===== src/rtl/loop_seq_ctrl.sv =====
// Loop sequencing controller: runs one counted loop per accepted start, with
// per-iteration start/end pulses, early exit through abort and a two-cycle epilogue.
module loop_seq_ctrl #(
    parameter int FSM_WIDTH = 3,
    parameter int CNT_WIDTH = 16
) (
    input  logic                 clock,
    input  logic                 reset,
    input  logic                 ap_start,
    input  logic [CNT_WIDTH-1:0] trip_count,
    input  logic                 body_done,
    input  logic                 abort,
    output logic                 ap_idle,
    output logic                 ap_ready,
    output logic                 ap_done,
    output logic [FSM_WIDTH-1:0] cur_state,
    output logic [CNT_WIDTH-1:0] iter_idx,
    output logic                 iter_start,
    output logic                 iter_end,
    output logic                 loop_quit,
    output logic                 finish
);

    typedef enum logic [2:0] {
        S_IDLE       = 3'd0,
        S_PRE        = 3'd1,
        S_ITER_START = 3'd2,
        S_BODY       = 3'd3,
        S_ITER_END   = 3'd4,
        S_QUIT       = 3'd5,
        S_POST0      = 3'd6,
        S_POST1      = 3'd7
    } state_t;

    state_t               state_q, state_d;
    logic [CNT_WIDTH-1:0] iter_idx_q, iter_idx_d;
    logic [CNT_WIDTH-1:0] trip_q, trip_d;
    logic                 finish_q, finish_d;
    logic                 last_iter;

    // Handshake: ap_start is a level request. It is taken (trip_count sampled)
    // on any edge where the controller sits in IDLE or POST1 with ap_start high;
    // POST1 is the ap_ready cycle, so a held ap_start chains invocations back-to-back.
    assign last_iter = (iter_idx_q == (trip_q - CNT_WIDTH'(1)));

    always_ff @(posedge clock) begin
        if (!reset) begin
            state_q    <= S_IDLE;
            iter_idx_q <= '0;
            trip_q     <= '0;
            finish_q   <= 1'b0;
        end else begin
            state_q    <= state_d;
            iter_idx_q <= iter_idx_d;
            trip_q     <= trip_d;
            finish_q   <= finish_d;
        end
    end

    always_comb begin
        state_d    = state_q;
        iter_idx_d = iter_idx_q;
        trip_d     = trip_q;
        finish_d   = finish_q;
        case (state_q)
            S_IDLE: begin
                if (ap_start) begin
                    trip_d   = trip_count;
                    finish_d = 1'b0;
                    state_d  = S_PRE;
                end
            end
            S_PRE: begin
                iter_idx_d = '0;
                state_d    = (trip_q != '0) ? S_ITER_START : S_POST0;
            end
            S_ITER_START: state_d = S_BODY;
            S_BODY: begin
                // abort wins over body_done when both arrive together
                if (abort) begin
                    state_d = S_QUIT;
                end else if (body_done) begin
                    state_d = S_ITER_END;
                end
            end
            S_ITER_END: begin
                if (last_iter) begin
                    state_d = S_POST0;
                end else begin
                    iter_idx_d = iter_idx_q + CNT_WIDTH'(1);
                    state_d    = S_ITER_START;
                end
            end
            S_QUIT: state_d = S_POST0;
            S_POST0: begin
                // finish rises together with the ap_done cycle that follows
                finish_d = 1'b1;
                state_d  = S_POST1;
            end
            S_POST1: begin
                if (ap_start) begin
                    trip_d   = trip_count;
                    finish_d = 1'b0;
                    state_d  = S_PRE;
                end else begin
                    state_d = S_IDLE;
                end
            end
            default: state_d = S_IDLE;
        endcase
    end

    assign ap_idle    = (state_q == S_IDLE);
    assign ap_ready   = (state_q == S_POST1);
    assign ap_done    = (state_q == S_POST1);
    assign iter_start = (state_q == S_ITER_START);
    assign iter_end   = (state_q == S_ITER_END);
    assign loop_quit  = (state_q == S_QUIT);
    assign cur_state  = FSM_WIDTH'(state_q);
    assign iter_idx   = iter_idx_q;
    assign finish     = finish_q;

endmodule


===== config.mk =====
export PLATFORM = sky130hd
export DESIGN_NAME = loop_seq_ctrl
export DESIGN_NICKNAME = d
export VERILOG_FILES = /design/src/rtl/loop_seq_ctrl.sv
export SDC_FILE = /design/constraint.sdc
export NUM_CORES = 1
export LEC_CHECK = 0
export CAP_MARGIN = 20
export CORE_MARGIN = 3
export CORE_UTILIZATION = 52
export DETAILED_ROUTE_END_ITERATION = 16
export PLACE_DENSITY = 0.8
export RECOVER_POWER = 50
export SYNTH_ARGS = -nofsm -noshare
export SYNTH_HDL_FRONTEND = slang
export SYNTH_SLANG_ARGS = --single-unit

===== constraint.sdc =====
create_clock -name clock -period 3.4 [get_ports clock]
set_input_delay 0.51 -clock clock [delete_from_list [all_inputs] [get_ports clock]]
set_output_delay 0.51 -clock clock [all_outputs]
set_load 0.02 [all_outputs]

# ---- Word-level counts from Yosys, hierarchy flattened
# Cells that the tools add are included.
# W data, S select, Z words.
dict set report totals {
  output_inout_bits 26
  elab_cells 38
  input_bits 21
  reg_bits 36
}
dict set report classes {
  eq_ne 12
  n_reduce_logical 9
  addsub 2
  mux 11
}
# cell count
set ops {}
lappend ops {{$pmux W16 S2} 1}
lappend ops {{$pmux W3 S8} 1}
lappend ops {{$add A16 B1 Y16 const B} 1}
lappend ops {{$eq A16 B16 Y1} 1}
lappend ops {{$mux W16} 1}
lappend ops {{$reduce_bool A16 Y1} 1}
lappend ops {{$sub A16 B1 Y16 const B} 1}
lappend ops {{$mux W3} 5}
lappend ops {{$eq A3 B3 Y1 const B} 4}
lappend ops {{$reduce_and A2 Y1} 4}
lappend ops {{$eq A3 B2 Y1 const B} 2}
lappend ops {{$ne A2 B2 Y1 const B} 2}
lappend ops {{$reduce_bool A2 Y1} 2}
lappend ops {{$eq A3 B1 Y1 const B} 1}
lappend ops {{$logic_not A3 Y1} 1}
lappend ops {{$ne A3 B3 Y1 const B} 1}
lappend ops {{$mux W1} 2}
lappend ops {{$ne A2 B1 Y1 const B} 1}
lappend ops {{$pmux W1 S2} 1}
lappend ops {{$reduce_or A2 Y1} 1}

# ---- Depth between registers and ports, before layout
dict set report logic_depth {
  depth_word 4
  ltp_mapped 13
  ltp_nobuf 10
}

# ---- Worst setup path before layout
# OpenSTA, ideal clock, no wires.
dict set report synth_timing {
  path_kind {reg-to-reg}
  startpoint {register trip_q[0]}
  endpoint {register iter_idx_q[6], in the netlist iter_idx[6]}
  n_path_buf 3
  path_stages_with_launch 14
  t_required_ns 3.331
  setup_slack_ns 0.786
  synth_period_minus_slack_ns 2.614
  setup_time_ns 0.069
  arrival_time_ns 2.545
  path_cell_list {dfxtp_1 inv_1 ha_1 buf_2 nor3b_2 nor4b_1 xnor2_1 a311oi_2 nand4_2 nor2_4 buf_6 buf_12 o21ai_2 a21oi_2}
}
dict set report synth_between {
  elab_chain_len 4
}
# item line
set synth_lines {}
lappend synth_lines {{start: declaration} 37} ;# logic [CNT_WIDTH-1:0] trip_q, trip_d;
lappend synth_lines {{start signal: assignment} 55} ;# trip_q <= trip_d;
lappend synth_lines {{$sub A16 B1 Y16} 44} ;# assign last_iter = (iter_idx_q == (trip_q - CNT_WIDTH'(1)));
lappend synth_lines {{$eq A16 B16 Y1} 44}
lappend synth_lines {{$ne A2 B2 Y1 (no source line)} --}
lappend synth_lines {{$reduce_and A2 Y1 (no source line)} --}
lappend synth_lines {{end signal: assignment} 54} ;# iter_idx_q <= iter_idx_d;
lappend synth_lines {{end: declaration} 36} ;# logic [CNT_WIDTH-1:0] iter_idx_q, iter_idx_d;
# Every way passes these cells.
# A chain may end at the register's enable or synchronous reset.

# ---- Worst setup path in the final report
dict set report layout_timing {
  startpoint {register trip_q[4]}
  endpoint {register iter_idx_q[1], in the netlist iter_idx[1]}
}
# The elaborated chain is that of the path after synthesis.

==> results by group <==
Pwr
  – Switching power share of the total: 32.8%
  – Sequential power share: a little over two fifths
  – Leakage: 1.12 nW
  – Int Power: roughly 0.00079 W
  – Clk pwr share: about a quarter
  – Worst vdd ir: between 0.2 and 0.3 mV
  – P per Cell Area: 401 nW/um^2
  – Psw: roughly 0.00039 W
  – Logic pwr share: a little under a third

Final layout
  – Synthesis-to-finish area growth: 21.6%
  – # diodes: 0
  – Layout net count: around 340
  – Layout cell share with drive strength beyond 1: about a tenth

STA
  – Rel. slew slack: -17.8%
  – Fmax: ~330 MHz
  – Worst Max-Slew Pin Slew: approximately 1800 ps
  – RSZ-0062 raised after global routing: false
  – Worst setup margin: roughly 360 ps
  – Slew Limit Fails: 17
  – Final Skew: roughly 3.3 ps
  – Final hold vios: 0
  – Crit path time final: 3040 ps
  – Final setup vio count: 0
  – Setup TNS: 0 ps
  – Tcrit/Tclk final: ~89%

Yosys
  – Top post-synthesis cells by count: dfxtp_1, mux2i_1, nand2_1
  – Synth Area in Compound Gates: 18.0%
  – Ys flop type: dfxtp_1
  – Area share of and/or/nand/nor cells after synthesis: roughly 29%
  – Area contributors post-synth: dfxtp_1, mux2i_1, xnor2_1
  – Syn nets: between 300 and 400
  – Ys Warns: 0
  – Gate Count Post-Synth: between 200 and 300
  – Synth Cell Area: 2410 sq um
  – Xor/xnor share of the synthesized area: under 10%
  – Register area share after synthesis: roughly 30%
  – Most instantiated library cell after synthesis: dfxtp_1
  – Post-synth EDFFs: 0
  – Main combinational cell family by area after synthesis: simple AND/OR/NAND/NOR gates
  – Syn_area_per_cell: approximately 8.5 sq um
  – Post-synthesis mux area share: roughly 8.3%
  – Async SR Flop Fraction: 0%
  – Unique masters post-synth: 54
  – Leading area contributor after synthesis: dfxtp_1
  – Adder-cell share of the synthesized area: under 10%
  – Post-synth top area share: 29.9%
  – FF+latch count, synth: 36

Drt
  – Drc violations: 0
  – Vias/cell: 5.96
  – DR pass1 iterations: 4
  – Total routed wirelength: 5.71 mm
  – Final ANT Viol Nets: 0
  – Iteration-0 DRC Markers: roughly 190
  – DR WL/cell: roughly 15 microns
  – Total number of vias: about 2.2k

Clock network
  – CTS hold repair buffers: 0
  – PostCTS Resize Cnt: 0
  – Worst-path clk slew: roughly 70 ps
  – CTS tree: yes
  – TritonCTS Buffers: 5
  – Post-CTS Setup Inserts: 0
  – Clk buf depth: 2
  – Root Buffer: clkbuf_8
  – Clock Latency Late Sink: 290 ps
  – Sink Count: 36
  – Htree depth: 2

Setup path
  – Critical path class: reg -> reg
  – Critical path, cell by cell: nor4_1, nand2_1, or4_1, nand3_1, o21ai_2, nor2_4, nor2_1, mux2i_1
  – Req. time, crit path: ~3600 ps
  – Data arrival, critical path: approximately 3200 ps
  – Top delay family on crit path: simple AND/OR/NAND/NOR gates
  – Crit path max fanout: 25
  – Bufs and invs on worst path: 0
  – Worst setup EP type: flip-flop
  – CP max stage cell: nor4_1
  – Worst path max stage delay: approximately 750 ps
  – CP Launch Type: flip-flop

Placement
  – DP Wirelength: 4.17 mm
  – Final GP Congestion: 0.888
  – Setup WS pre-CTS: about 410 ps
  – PortBufs: 46

Die
  – Total core area: 4410 sq um
  – Die Span Y: around 74 microns
  – # rows: 24
  – Initial Util: ~55%
  – IO Count: between 40 and 50
  – Die width: around 74 microns
  – Die ar.: approximately 5500 sq um

Global routing
  – Vias in the first global route: between 2k and 2.5k
  – Largest net degree at the start of global routing: 26
  – GRT Total Usage: between 20 and 25%
  – First-pass GRT wire length: roughly 9.7 mm
  – Grt ovf: 0
  – Initial antenna violation count: 0

Hold path
  – Class of the worst hold path: reg -> reg

Flow run
  – Max-cap violation count: 1

Outcome
  – Failing checks: capacitance limit, slew limit
  – Run status: finished, violations left
[worst paths after layout]
kind | cells past startpoint | to | start | slack (ps)
setup / recovery | 8 | iter_idx[1]$_SDFFE_PN0P_ | trip_q[4]$_SDFFE_PN0P_ | 360
hold reg to reg | 2 | iter_idx[11]$_SDFFE_PN0P_ | iter_idx[11]$_SDFFE_PN0P_ | 540
hold / removal | 2 | iter_idx[11]$_SDFFE_PN0P_ | iter_idx[11]$_SDFFE_PN0P_ | 540
setup reg to reg | 8 | iter_idx[1]$_SDFFE_PN0P_ | trip_q[4]$_SDFFE_PN0P_ | 360
[power groups by stage]
stage	registers, W	clock network, W	logic, W
floorplan	0.000480	0	0.000292
global placement	0.000497	0	0.000367
detailed placement	0.000499	0	0.000372
CTS	0.000489	0.000321	0.000375
global route	0.000495	0.000338	0.000411
finish	0.000489	0.000313	0.000375
[flip-flops by register name, indices dropped and copies added, names as in the netlist]
signal / count
iter_idx: 16
cur_state: 3
finish: 1
trip_q: 16
[worst register-to-register path, delay by kind of cell (launching register included)]
family,cells,cell delay (ps)
DFF,1,390
muxes,1,150
AOI/OAI and AO/OA,1,100
and+or+nand+nor,6,2280
[per-stage QoR]
stage / instance area [sq um] / util (%) / hold WS (ps) / std cells / power (W)
after floorplan: 2410 / - / 529 / 283 / 0.000772
after global placement: 2850 / 64.6 / 526 / 366 / 0.000865
after detailed placement: 2850 / 64.6 / 530 / 366 / 0.000871
after CTS: 2940 / 66.6 / 541 / 374 / 0.00119
after global routing: 2930 / 66.4 / 571 / 374 / 0.00124
final: 2930 / 66.4 / 535 / 374 / 0.00118
[per-layer routing]
layer	global-route usage (%)	part of all wire (%)	vias to the layer above
met5	0	0	-
met4	6.44	1.4	0
met3	5.27	5.8	9
met2	35.3	47	64
met1	30.1	46	1045
li1	-	-	1112
[cell usage in the layout (no fill, tap or decap), types with 2 or more instances in the layout]
cell,netlist,routed
a21oi_1,5,5
a21oi_2,6,6
a221oi_1,2,2
a31oi_1,2,2
and2_1,3,3
and3_1,4,4
buf_4,3,2
clkbuf_1,9,3
clkbuf_8,0,6
clkdlybuf4s50_1,0,25
dfxtp_1,36,36
dlygate4sd3_1,0,21
ha_1,2,2
inv_1,9,9
mux2i_1,20,20
nand2_1,20,20
nand2b_1,3,3
nand3_1,14,14
nand4_1,2,2
nor2_1,15,15
nor2b_1,18,18
nor3_1,6,6
nor3b_1,2,2
nor4_1,6,6
nor4b_1,4,4
o2111ai_1,3,3
o211ai_1,8,8
o21ai_0,9,9
o21ai_2,7,7
o31ai_1,2,2
or3_1,7,7
or4_1,7,7
or4_4,2,2
xnor2_1,14,14
xor2_1,8,8
[final cells by class]
class | instances | area [sq um]
Sequential cell | 36 | 721
Clock buffer | 8 | 90.1
Timing Repair Buffer | 49 | 479
Inverter | 9 | 33.8
Multi-Input combinational cell | 220 | 1540
Fill cell | 386 | 1480
Tap cell | 52 | 65.1
[kinds of logic after synthesis]
logic type	after synthesis
simple gates	119
compound gates	57
flops	36
buf+inv	27
xor+xnor	22
mux	20
fa+ha+maj	2
Power figures use the tool's default switching activity.
